`src/rtl/uart_rx.sv`:
```
// rtl/uart_rx.sv - UART receive stage that re-phases the baud generator on each start edge
module uart_rx #(
  parameter int DATA_BITS  = 8,
  parameter bit PARITY_EN  = 1'b0,
  parameter bit PARITY_ODD = 1'b0
) (
  input  logic                 clock,
  input  logic                 reset,
  input  logic                 rx,
  input  logic                 baud_tick,
  output logic                 baud_start,
  output logic [DATA_BITS-1:0] data,
  output logic                 data_valid,
  output logic                 parity_error,
  output logic                 framing_error,
  output logic                 busy
);

  typedef enum logic [2:0] {IDLE, ARM0, ARM1, START, DATA, PARITY, STOP} state_t;

  localparam logic [3:0] LAST_BIT = 4'(DATA_BITS - 1);

  state_t               state;
  state_t               state_next;
  logic                 rx_meta;
  logic                 rx_sync;
  logic                 rx_prev;
  logic                 fall;
  logic [DATA_BITS-1:0] shift;
  logic [3:0]           bit_cnt;
  logic                 par_err;
  logic                 par_calc;
  logic                 break_hold;

  always_ff @(posedge clock or posedge reset) begin
    if (reset) begin
      rx_meta <= 1'b1;
      rx_sync <= 1'b1;
      rx_prev <= 1'b1;
    end else begin
      rx_meta <= rx;
      rx_sync <= rx_meta;
      rx_prev <= rx_sync;
    end
  end

  assign fall     = ~rx_sync & rx_prev;
  // Odd mode flips the sense: an even count of ones including parity is the error.
  assign par_calc = (^shift) ^ rx_sync ^ PARITY_ODD;

  always_ff @(posedge clock or posedge reset) begin
    if (reset) begin
      state <= IDLE;
    end else begin
      state <= state_next;
    end
  end

  always_comb begin
    state_next = state;
    baud_start = 1'b0;
    busy       = 1'b1;
    case (state)
      IDLE: begin
        busy = 1'b0;
        if (fall && !break_hold) state_next = ARM0;
      end
      // Ticks are ignored while arming: a generator already at its max count
      // drops the start request and emits one stale tick.
      ARM0: begin
        baud_start = 1'b1;
        state_next = ARM1;
      end
      ARM1: begin
        baud_start = 1'b1;
        state_next = START;
      end
      START: begin
        if (baud_tick) state_next = rx_sync ? IDLE : DATA;
      end
      DATA: begin
        if (baud_tick && bit_cnt == LAST_BIT) state_next = PARITY_EN ? PARITY : STOP;
      end
      PARITY: begin
        if (baud_tick) state_next = STOP;
      end
      STOP: begin
        if (baud_tick) state_next = IDLE;
      end
      default: state_next = IDLE;
    endcase
  end

  always_ff @(posedge clock or posedge reset) begin
    if (reset) begin
      shift         <= '0;
      bit_cnt       <= '0;
      par_err       <= 1'b0;
      break_hold    <= 1'b0;
      data          <= '0;
      data_valid    <= 1'b0;
      parity_error  <= 1'b0;
      framing_error <= 1'b0;
    end else begin
      data_valid <= 1'b0;
      if (rx_sync) break_hold <= 1'b0;
      case (state)
        START: begin
          if (baud_tick && !rx_sync) bit_cnt <= '0;
        end
        DATA: begin
          if (baud_tick) begin
            shift   <= {rx_sync, shift[DATA_BITS-1:1]};
            bit_cnt <= bit_cnt + 4'd1;
          end
        end
        PARITY: begin
          if (baud_tick) par_err <= par_calc;
        end
        STOP: begin
          if (baud_tick) begin
            data          <= shift;
            framing_error <= ~rx_sync;
            parity_error  <= PARITY_EN & par_err;
            data_valid    <= 1'b1;
            // A low stop bit is a break: wait for the line to recover before re-arming.
            if (!rx_sync) break_hold <= 1'b1;
          end
        end
        default: ;
      endcase
    end
  end

endmodule

```
`config.mk`:
```
export PLATFORM = sky130hd
export DESIGN_NAME = uart_rx
export DESIGN_NICKNAME = d
export VERILOG_FILES = /design/src/rtl/uart_rx.sv
export SDC_FILE = /design/constraint.sdc
export NUM_CORES = 1
export LEC_CHECK = 0
export ABC_AREA = 1
export BUFFER_PORTS_ARGS = -buffer_cell sky130_fd_sc_hd__buf_2
export CELL_PAD_IN_SITES_DETAIL_PLACEMENT = 1
export CELL_PAD_IN_SITES_GLOBAL_PLACEMENT = 1
export CORE_MARGIN = 3
export CORE_UTILIZATION = 44
export CTS_BUF_LIST = sky130_fd_sc_hd__clkbuf_8
export DETAILED_ROUTE_END_ITERATION = 6
export PLACE_DENSITY_LB_ADDON = 0.12
export SYNTH_ARGS = -nofsm -noshare
export SYNTH_HDL_FRONTEND = slang
export SYNTH_SLANG_ARGS = --single-unit
```
`constraint.sdc`:
```
create_clock -name clock -period 3.6 [get_ports clock]
set_input_delay 0.72 -clock clock [delete_from_list [all_inputs] [get_ports clock]]
set_output_delay 0.72 -clock clock [all_outputs]
set_load 0.005 [all_outputs]
```
### Word-level counts from Yosys, hierarchy flattened

Index checks and enable logic that the tools add are counted.

* bits in registers: 29
* output and inout bits: 13
* word-level logic and storage cells: 57

* add/sub/neg operators: 1
* equal/unequal tests: 14
* multiplexer cells: 18
* bitwise operators: 2
* reduce and logical (&&, ||, !) cells: 12

Operators with widths (count)
* 3-bit case mux with 7 select lines: 1
* 3-bit 2-to-1 mux: 6
* 2-bit != test, second input constant: 7
* 3-bit equality test, second input constant: 3
* 1-bit 2-to-1 mux: 8
* 4-bit 2-to-1 mux: 2
* 4-bit case mux with 2 select lines: 1
* 3-bit by 2-bit equality test with 1-bit output, second input constant: 2
* 5-bit AND reduction: 1
* 4-bit by 1-bit adder with 4-bit output, second input constant: 1
* 4-bit by 3-bit equality test with 1-bit output, second input constant: 1
* 2-bit AND reduction: 2
* 3-bit by 1-bit equality test with 1-bit output, second input constant: 1
* 1-bit logical AND: 3
* 3-bit logical NOT: 1
* 3-bit AND reduction: 1
* 1-bit logical NOT: 2
* 2-bit nonzero test: 1
* 2-bit OR reduction: 1
* 1-bit bitwise AND: 1
* 1-bit inverter: 1

### Logic depth before layout (Yosys ltp)

Gate-level depths: netlist (run 1).

* depth in word-level cells: 5
* mapped depth: 9
* depth with buffers taken out: 9

### Least setup slack after synthesis (run 1)

Ideal clock, no wire load.

* path type: input -> register
* from: input baud_tick
* to: register state[1]
* data arrival time: 1.334 ns
* required time: 3.483 ns
* path slack: 2.149 ns
* stages: 8
* path buffers: 1
* cells stage by stage: buf_2 > nand2_1 > nor2_1 > nor2_1 > nor2_4 > nand2_2 > nand2_1 > nand2_1

* longest elaborated chain between the ends: 3
* elaborated cells between the ends (all ways): 6
* those cells by class: 4 x eq/ne; 2 x reduce/logical

Ends and longest elaborated chain
* from (decl): RTL line 10 `input logic baud_tick,`
* 1-bit logical AND: RTL line 82 `if (baud_tick && bit_cnt == LAST_BIT) state_next = PARITY_EN ? PARITY : STOP;`
* 2-bit != test (no line)
* 5-bit AND reduction (no line) *
* to (signal assigned): RTL line 55 `state <= state_next;`
* to (decl): RTL line 23 `state_t state;`

Mark *: on every way between the ends. The rest lies on a longest branch, timed or not.
A chain may end at the register's enable or synchronous reset.

### Worst setup path after layout (run 1)

* from: register state[1]
* to: output baud_start

* longest elaborated chain between the ends: 3
* elaborated cells between the ends (all ways): 4
* those cells by class: 2 x eq/ne; 1 x mux; 1 x reduce/logical

Ends and longest elaborated chain
* 3-bit by 2-bit equality test with 1-bit output or 3-bit by 1-bit equality test with 1-bit output (tied branches): RTL line 63 `case (state)`
* 2-bit OR reduction (no line) *
* 1-bit 2-to-1 mux *: RTL line 63
* to (decl): RTL line 11 `output logic baud_start,`

Marks and branches as above.

==> results of run 1 <==
==> worst max-delay path, delay by kind of cell, from the launching register on <==
family | cells | cell delay, ns
simple gates | 3 | 0.22
flops | 1 | 0.47
buf+inv | 3 | 0.21
==> stage by stage <==
step                      std cells  utilization (%)  area, sq um
after floorplan                 141                -         1310
after global placement          182             49.3         1380
after detailed placement        182             49.3         1380
after CTS                       190             52.3         1470
after global routing            190             52.3         1470
final                           190             52.3         1470
==> metal layers <==
metal,up-vias,part of all wire [%]
met3,9,5.2
met4,0,3.1
li1,473,-
met1,462,45
met2,21,47
met5,-,0
==> area by class of cell <==
cell class	instances	area share, %
inverter	19	4.86
clock inverter	3	0.939
multi-input combinational	88	32.0
timing repair buffer	15	5.12
clock buffer	5	4.69
tap	31	2.65
sequential	29	49.7
==> synth_stat cells (3+ instances only) <==
cell	number	area (sq um)
inv_2	5	18.8
dfrtp_1	26	651
nand2_2	5	31.3
dfstp_2	3	78.8
inv_1	14	52.6
nand2_1	35	131
o21ai_1	11	55.1
nand3_1	5	25.0
o21ai_2	9	78.8
nor2_1	9	33.8
==> flip-flops by register name, indices dropped and copies added (netlist names) <==
register and flops:
bit_cnt 4, break_hold 1, data 8, data_valid 1, framing_error 1, rx_meta 1
rx_prev 1, rx_sync 1, shift 8, state 3
==> how the worst max path moves through the flow <==
stage,depth (start not counted),slack [ns],endpoint,startpoint
final,6,1.70,baud_start,state[1]
after global routing,6,1.59,baud_start,state[1]
after CTS,6,1.68,baud_start,state[1]
after detailed placement,2,1.86,bit_cnt[2],reset
after global placement,2,1.91,bit_cnt[2],reset
after floorplan,8,2.15,state[1],baud_tick
==> kinds of logic (layout without fill, tap and decap cells) <==
group / count (synthesis) / after routing
mux: 1 / 1
other cells: 1 / 1
flops: 29 / 29
compound gates: 24 / 24
buf+inv: 24 / 42
simple gates: 61 / 61
fa+ha+maj: 1 / 1
==> report_power, final <==
part | leakage (nW) | switching [mW] | internal (mW) | total (mW)
Sequential | 0.384 | 0.0648 | 0.399 | 0.464
Clock | 0.0491 | 0.120 | 0.131 | 0.250
Combinational | 0.317 | 0.216 | 0.131 | 0.348
==> flow_summary_export.csv, run 1 <==
group,metric,value,unit
run_status,outcome,"completed",
critical_path,r2r_end,"bit_cnt[0]",
layout,antennaDiodeCount,0,
critical_path,critPathSlowestCell,"dfrtp_1",
timing,rsz0062_at_grt,"false",
min_path,worstHoldPathType,"flip-flop to flip-flop",
layout,ff_latch_area,729,sq um
critical_path,reg2regPathDepth,4,
min_path,holdPathEnd,"rx_sync",
grt,grt_pass1_wl,4.49,mm
timing,final.setup.tns,0,ns
die,rows,19,
power_and_ir_drop,finalPower,1.06,mW
routing,vias,965,
critical_path,cp_max_fo,7,
cts,htreeDepth,2,
cts,cts_resized,0,
critical_path,rrSetupSlack,2.15,ns
routing,post-route-drc-count,0,
critical_path,cp.required,2.88,ns
logic_synthesis,synth_nets,146,
cts,clkTransAtPathRegs,0.06,ns
grt,use_met1,20.2,%
layout,layout_common_cells,"35 x nand2_1, 26 x dfrtp_1, 15 x inv_1, 15 x buf_2, 11 x o21ai_1",
routing,avgRoutedWirePerCell,12.9,um
logic_synthesis,synth_simple_gate_area_share,21.6,%
die,die-width,60.6,um
critical_path,startpoint_type,"flip-flop",
logic_synthesis,syn_area_per_cell,9.29,sq um
critical_path,slowest_delay,0.47,ns
timing,worst_slew_pin_slew,1.07,ns
critical_path,r2r_start,"state[1]",
cts,cts_tree,"done",
layout,area_delta_synth_final,11.9,%
grt,grt_max_degree,30,
critical_path,path_class,"flip-flop to output pin",
layout,drive_above_1_share,32.1,%
critical_path,path_cells,"inv_1, nand2_1, nand2_1, nand2_1, inv_1, buf_2",
routing,viasPerCell,5.08,
routing,drt-total-wl,2.46,mm
grt,met3_usage,7.87,%
timing,report.final.slew_viol_count,0,
logic_synthesis,synth_top_family_by_area,"simple AND/OR/NAND/NOR gates",
place,port_buffers,15,
grt,antenna_found_initial,0,
logic_synthesis,synth-compound-area-share,12.2,%
cts,postCtsSetupBuffers,0,
timing,hold_ws,0.358,ns
cts,insertion_delay,0.28,ns
logic_synthesis,synthMuxAreaShare,0.764,%
die,die_h,60.6,um
power_and_ir_drop,power.density,724,nW/um^2
grt,grt_busiest_layer,"met2",
logic_synthesis,synth_edf_count,0,
logic_synthesis,netlist-cell-type-count,24,
layout,final_nets,163,
power_and_ir_drop,ir_worst_vdd,0.366,mV
min_path,worstHoldPathCells,0,
logic_synthesis,ys.flop_type,"dfrtp_1",
cts,cts_buffers,5,
timing,hold_viol_final,0,
logic_synthesis,synthAdderAreaFrac,0.955,%
min_path,worstHoldStart,"rx_meta",
critical_path,crit_path_frequent_cell,"nand2_1",
logic_synthesis,synth_xor_area_share,0,%
timing,timing.slew.headroom,28.6,%
layout,multiInputGateArea,469,sq um
die,die_area,3670,sq um
layout,fillers,348,
grt,first_global_vias,1006,
job,max_cap_violations,0,
logic_synthesis,synthCells,141,
cts,clk_path_buf_depth,2,
timing,max_freq,525,MHz
cts,clock-sinks,29,
grt,use_met2,25.8,%
power_and_ir_drop,p_leak,0.750,nW
timing,worst_slack,1.70,ns
die,coreArea,2810,sq um
routing,dr.pass1.iters,4,
cts,cts_hold_buf,0,
critical_path,critPathCaptureType,"output pin",
layout,mostFrequentLayoutCell,"nand2_1",
place,pre_cts_slack,1.86,ns
logic_synthesis,ys_seq_elements,29,
timing,period_needed,1.90,ns
routing,final_antenna_net_count,0,
logic_synthesis,syn_area,1310,sq um
logic_synthesis,synth_async_sr_flop_share,100,%
timing,fin_skew,0.00623,ns
timing,setup_violations,0,
place,hpwl,1.78,mm
grt,grt_usage,17.1,%
timing,min_period_over_period,52.9,%
grt,overflow,0,
die,io-pin-count,17,
logic_synthesis,ys.warnings.count,0,
logic_synthesis,ys_seq_area_share,55.7,%
routing,first_iter_violations,45,
place,place.gp.congestion,0.811,
cts,cts-root-buf,"clkbuf_8",
die,initial_utilization,46.7,%
critical_path,crit_arrival,1.18,ns
Power figures use the tool's default switching activity.
==> inputs of run 2 (changes only) <==
--- a/config.mk
+++ b/config.mk
@@ -10,7 +10,7 @@
 export CELL_PAD_IN_SITES_DETAIL_PLACEMENT = 1
 export CELL_PAD_IN_SITES_GLOBAL_PLACEMENT = 1
 export CORE_MARGIN = 3
-export CORE_UTILIZATION = 44
+export CORE_UTILIZATION = 40
 export CTS_BUF_LIST = sky130_fd_sc_hd__clkbuf_8
 export DETAILED_ROUTE_END_ITERATION = 6
 export PLACE_DENSITY_LB_ADDON = 0.12
==> constraint.sdc (replaced) <==
create_clock -name clock -period 1.7 [get_ports clock]
set_input_delay 0.34 -clock clock [delete_from_list [all_inputs] [get_ports clock]]
set_output_delay 0.34 -clock clock [all_outputs]
set_load 0.005 [all_outputs]
==> run 2 against run 1 <==
- flip-flop and latch count unchanged
- setup slack worse by 1.5 ns
- die area up 9.0%
- total power up 120%
- via count down 1.2%
- clock-buffer cell count up 1
- clock skew about the same
- worst hold slack worse by 0.25 ns
- final area up 2.7%
- combinational power up 110%
- final cell count up 7.9%
- critical path depth unchanged
- critical path type unchanged
==> flow_summary_export.csv, run 2 (synthesis gave the netlist of run 1 again) <==
group,metric,value,unit
critical_path,slowest_delay,0.46,ns
die,die_h,63.2,um
power_and_ir_drop,p_clk_share,24.7,%
cts,clk_path_buf_depth,2,
grt,grt_max_degree,30,
layout,drive_above_1_share,32.9,%
timing,fin_skew,0.00622,ns
routing,viasPerCell,4.65,
timing,max_freq,660,MHz
cts,clock-sinks,29,
critical_path,r2r_end,"bit_cnt[0]",
layout,mostFrequentLayoutCell,"nand2_1",
layout,layoutNonFillerInstCount,205,
timing,hold_viol_final,0,
run_status,outcome,"completed",
layout,area_delta_synth_final,15.0,%
layout,design_area,1510,sq um
power_and_ir_drop,p_leak,0.763,nW
critical_path,critPathSlowestCell,"dfrtp_2",
routing,avgRoutedWirePerCell,12.2,um
place,place.gp.congestion,0.859,
power_and_ir_drop,p_sw_share,36.7,%
cts,insertion_delay,0.28,ns
grt,first_global_vias,999,
cts,cts-root-buf,"clkbuf_8",
place,place_area,1420,sq um
die,die-width,63.2,um
job,max_cap_violations,0,
min_path,worstHoldPathType,"input port to asynchronous set/reset pin",
cts,cts_buffers,5,
power_and_ir_drop,finalPower,2.29,mW
layout,final_util,48.9,%
grt,overflow,0,
grt,grt_usage,15.3,%
power_and_ir_drop,pwr-share-comb,32.2,%
grt,grt_pass1_wl,4.73,mm
die,io-pin-count,17,
critical_path,crit_arrival,1.17,ns
power_and_ir_drop,power.internal,1.45,mW
routing,dr.pass1.iters,3,
die,coreArea,3080,sq um
timing,final.setup.tns,0,ns
cts,clkTransAtPathRegs,0.06,ns
timing,period_needed,1.51,ns
critical_path,path_cells,"inv_1, nand2_1, nand2_1, nand2_1, inv_1, buf_2",
critical_path,crit_family,"flip-flops",
routing,vias,953,
timing,setup_violations,0,
place,port_buffers,15,
critical_path,path_class,"flip-flop to output pin",
layout,layout_common_cells,"35 x nand2_1, 25 x dfrtp_1, 16 x inv_1",
power_and_ir_drop,p_switching,0.840,mW
routing,final_antenna_net_count,0,
layout,final_nets,165,
routing,drt-total-wl,2.50,mm
routing,first_iter_violations,29,
place,hpwl,1.83,mm
die,initial_utilization,42.6,%
critical_path,cp.required,1.36,ns
layout,largestRegisters,"data: 8 flops, shift: 8 flops, bit_cnt: 4 flops",
critical_path,cp_max_fo,7,
critical_path,crit_path_frequent_cell,"nand2_1",
layout,antennaDiodeCount,0,
timing,report.final.slew_viol_count,0,
critical_path,rrSetupSlack,0.39,ns
die,rows,20,
critical_path,cp_num_buf_inv,3,
routing,post-route-drc-count,0,
critical_path,r2r_start,"state[1]",
timing,min_period_over_period,89.1,%
die,die_area,4000,sq um
timing,rsz0062_at_grt,"false",
layout,multiInputGateArea,469,sq um
critical_path,reg2regPathDepth,5,
critical_path,startpoint_type,"flip-flop",
grt,antenna_found_initial,0,
critical_path,critPathCaptureType,"output pin",
place,dp.cells,197,
layout,ff_latch_area,731,sq um
cts,cts_tree,"done",
power_and_ir_drop,power.density,1520,nW/um^2
power_and_ir_drop,seq_power_share,43.2,%
cts,cts_hold_buf,0,
layout,fillers,367,
cts,htreeDepth,2,
power_and_ir_drop,ir_worst_vdd,0.602,mV
## run 2: worst min-delay path, cell delays in order
cell and delay [ns]:
buf_2 0.09, inv_1 0.04, buf_4 0.32
## run 2: repair_timing
action	4_1_cts	5_1_grt
setup buffers	0	0
endpoints found under the setup margin	0	1
gates resized for setup	0	1
## run 2: cell type report
class / count / share of cell area, %
sequential: 29 / 48.5
multi-input combinational: 88 / 31.1
timing repair buffer: 17 / 5.98
clock buffer: 6 / 5.48
inverter: 19 / 4.73
tap: 44 / 3.65
clock inverter: 2 / 0.498
## run 2: metal layers
metal	vias up	share of wire, %	track usage (%)	wire [um]
met4	0	1.7	5.66	42
li1	474	-	-	-
met3	6	3.7	4.99	93
met5	-	0	0	0
met2	12	51	25.7	1270
met1	461	44	18.1	1090
## run 2: power by group through the flow
stage | registers [mW] | logic (mW) | clock network [mW]
4_1_cts | 0.986 | 0.755 | 0.580
3_3_place_gp | 0.981 | 0.727 | 0
6_report | 0.987 | 0.736 | 0.565
5_1_grt | 1.02 | 0.859 | 0.626
3_5_place_dp | 0.997 | 0.751 | 0
2_1_floorplan | 0.966 | 0.569 | 0
## run 2: how the worst max path moves through the flow
stage	from	cells after the start	to	slack (ns)
floorplan	bit_cnt[0]	7	state[1]	0.55
global placement	state[1]	5	bit_cnt[0]	0.41
detailed placement	state[1]	5	bit_cnt[0]	0.35
CTS	state[1]	6	baud_start	0.13
global route	state[1]	6	baud_start	0.04
finish	state[1]	6	baud_start	0.19
## run 2: per-stage QoR
step                setup WS [ns]  hold slack, ns
floorplan                   0.545           0.344
global placement            0.415           0.346
detailed placement          0.349           0.348
CTS                         0.126           0.132
global route               0.0405           0.150
finish                      0.186           0.112
==> inputs of run 3 (changes only) <==
--- a/config.mk
+++ b/config.mk
@@ -13,6 +13,7 @@
 export CORE_UTILIZATION = 40
 export CTS_BUF_LIST = sky130_fd_sc_hd__clkbuf_8
 export DETAILED_ROUTE_END_ITERATION = 6
+export MAX_ROUTING_LAYER = met4
 export PLACE_DENSITY_LB_ADDON = 0.12
 export SYNTH_ARGS = -nofsm -noshare
 export SYNTH_HDL_FRONTEND = slang
==> run 3 against run 2 <==
- worst hold slack improved by 0.0013 ns
- via count rose by 0.31%
- critical path depth unchanged
- die area unchanged
- final cell count did not move
- first-iteration DRC count up 38%
- setup slack is essentially flat
- critical endpoint unchanged
- largest cell class unchanged
==> flow_summary_export.csv, run 3 (synthesis gave the netlist of run 1 again) <==
group,metric,value,unit
run_status,outcome,"completed",
critical_path,r2r_end,"bit_cnt[0]",
layout,largestRegisters,"data: 8 flops, shift: 8 flops, bit_cnt: 4 flops",
routing,vias,956,
die,die_h,63.2,um
layout,multiInputGateArea,469,sq um
timing,report.final.slew_viol_count,0,
critical_path,rrSetupSlack,0.39,ns
min_path,worstHoldPathType,"input port to asynchronous set/reset pin",
die,coreArea,3080,sq um
power_and_ir_drop,seq_power_share,43.1,%
critical_path,critPathCaptureType,"output pin",
power_and_ir_drop,p_clk_share,24.6,%
place,place.gp.congestion,0.873,
power_and_ir_drop,pwr-share-comb,32.2,%
cts,htreeDepth,2,
grt,grt_pass1_wl,4.74,mm
critical_path,r2r_start,"state[1]",
place,hpwl,1.83,mm
die,die_area,4000,sq um
routing,drt-total-wl,2.51,mm
critical_path,path_class,"flip-flop to output pin",
routing,dr.pass1.iters,3,
timing,max_freq,661,MHz
power_and_ir_drop,power.density,1520,nW/um^2
critical_path,startpoint_type,"flip-flop",
power_and_ir_drop,p_switching,0.840,mW
timing,hold_viol_final,0,
job,max_cap_violations,0,
routing,post-route-drc-count,0,
timing,fin_skew,0.00622,ns
die,io-pin-count,17,
critical_path,critPathSlowestCell,"dfrtp_2",
timing,rsz0062_at_grt,"false",
power_and_ir_drop,power.internal,1.45,mW
critical_path,cp_max_fo,7,
grt,antenna_found_initial,0,
layout,design_area,1510,sq um
cts,clkTransAtPathRegs,0.06,ns
cts,clock-sinks,29,
die,initial_utilization,42.6,%
timing,period_needed,1.51,ns
die,die-width,63.2,um
timing,final.setup.tns,0,ns
cts,cts-root-buf,"clkbuf_8",
place,port_buffers,15,
grt,grt_usage,15.7,%
critical_path,path_cells,"inv_1, nand2_1, nand2_1, nand2_1, inv_1, buf_2",
layout,area_delta_synth_final,15.0,%
layout,ff_latch_area,731,sq um
routing,final_antenna_net_count,0,
power_and_ir_drop,ir_worst_vdd,0.602,mV
routing,first_iter_violations,40,
place,place_area,1420,sq um
critical_path,reg2regPathDepth,5,
power_and_ir_drop,p_sw_share,36.7,%
timing,setup_violations,0,
cts,clk_path_buf_depth,2,
layout,layout_common_cells,"35 x nand2_1, 25 x dfrtp_1, 16 x inv_1",
cts,cts_tree,"done",
critical_path,crit_path_frequent_cell,"nand2_1",
layout,antennaDiodeCount,0,
routing,avgRoutedWirePerCell,12.2,um
critical_path,crit_arrival,1.17,ns
layout,final_nets,165,
power_and_ir_drop,p_leak,0.763,nW
critical_path,cp.required,1.36,ns
timing,min_period_over_period,89.1,%
routing,viasPerCell,4.66,
layout,final_util,48.9,%
critical_path,slowest_delay,0.46,ns
layout,mostFrequentLayoutCell,"nand2_1",
die,rows,20,
layout,drive_above_1_share,32.9,%
layout,fillers,367,
grt,grt_max_degree,30,
layout,layoutNonFillerInstCount,205,
grt,overflow,0,
cts,cts_hold_buf,0,
place,dp.cells,197,
cts,insertion_delay,0.27,ns
grt,first_global_vias,997,
cts,cts_buffers,5,
## run 3: cell counts in the layout (fill, tap and decap cells not counted)
Identical to the previous run, type by type.
## run 3: worst max path at each step
stage / from / endpoint / slack, ns
6_report: state[1] / baud_start / 0.19
5_1_grt: state[1] / baud_start / 0.04
4_1_cts: state[1] / baud_start / 0.13
3_5_place_dp: state[1] / bit_cnt[0] / 0.35
3_3_place_gp: state[1] / bit_cnt[0] / 0.41
2_1_floorplan: bit_cnt[0] / state[1] / 0.55
## run 3: layout make-up
| type | instances | area share (%) |
|---|---|---|
| clock buffer | 6 | 5.48 |
| clock inverter | 2 | 0.498 |
| inverter | 19 | 4.73 |
| multi-input combinational | 88 | 31.1 |
| sequential | 29 | 48.5 |
| tap | 44 | 3.65 |
| timing repair buffer | 17 | 5.98 |
## run 3: per-stage QoR
stage | power, mW | setup slack (ns) | hold slack, ns
after global placement | 1.71 | 0.415 | 0.346
final | 2.29 | 0.186 | 0.114
after detailed placement | 1.75 | 0.349 | 0.348
after floorplan | 1.54 | 0.545 | 0.344
after CTS | 2.32 | 0.126 | 0.132
after global routing | 2.50 | 0.0401 | 0.150
## run 3: routing by layer
layer  track usage, %  vias to the layer above  share of wire, %  wire length, um
met4             5.66                        0               1.8               44
met3             4.99                        6               4.0              100
met1             18.3                      463                43             1080
met2             25.6                       12                51             1280
met5                -                        -                 0                0
li1                 -                      475                 -                -
## run 3: timing repair
item                                    4_1_cts  5_1_grt
endpoints found under the hold margin         0        0
endpoints found under the setup margin        0        1
buffers inserted                              0        0
resized for setup                             0        1
## run 3: worst max-delay path, delay by kind of cell, from the launching register on
| kind | cells | cell delay [ns] |
|---|---|---|
| buffers and inverters | 3 | 0.22 |
| flip-flops | 1 | 0.46 |
| AND/OR/NAND/NOR | 3 | 0.22 |
## run 3: power groups by stage
stage	Sequential (mW)	Clock (mW)	Combinational [mW]
global placement	0.981	0	0.727
finish	0.987	0.564	0.737
detailed placement	0.997	0	0.751
global route	1.02	0.626	0.861
CTS	0.986	0.580	0.755
floorplan	0.966	0	0.569
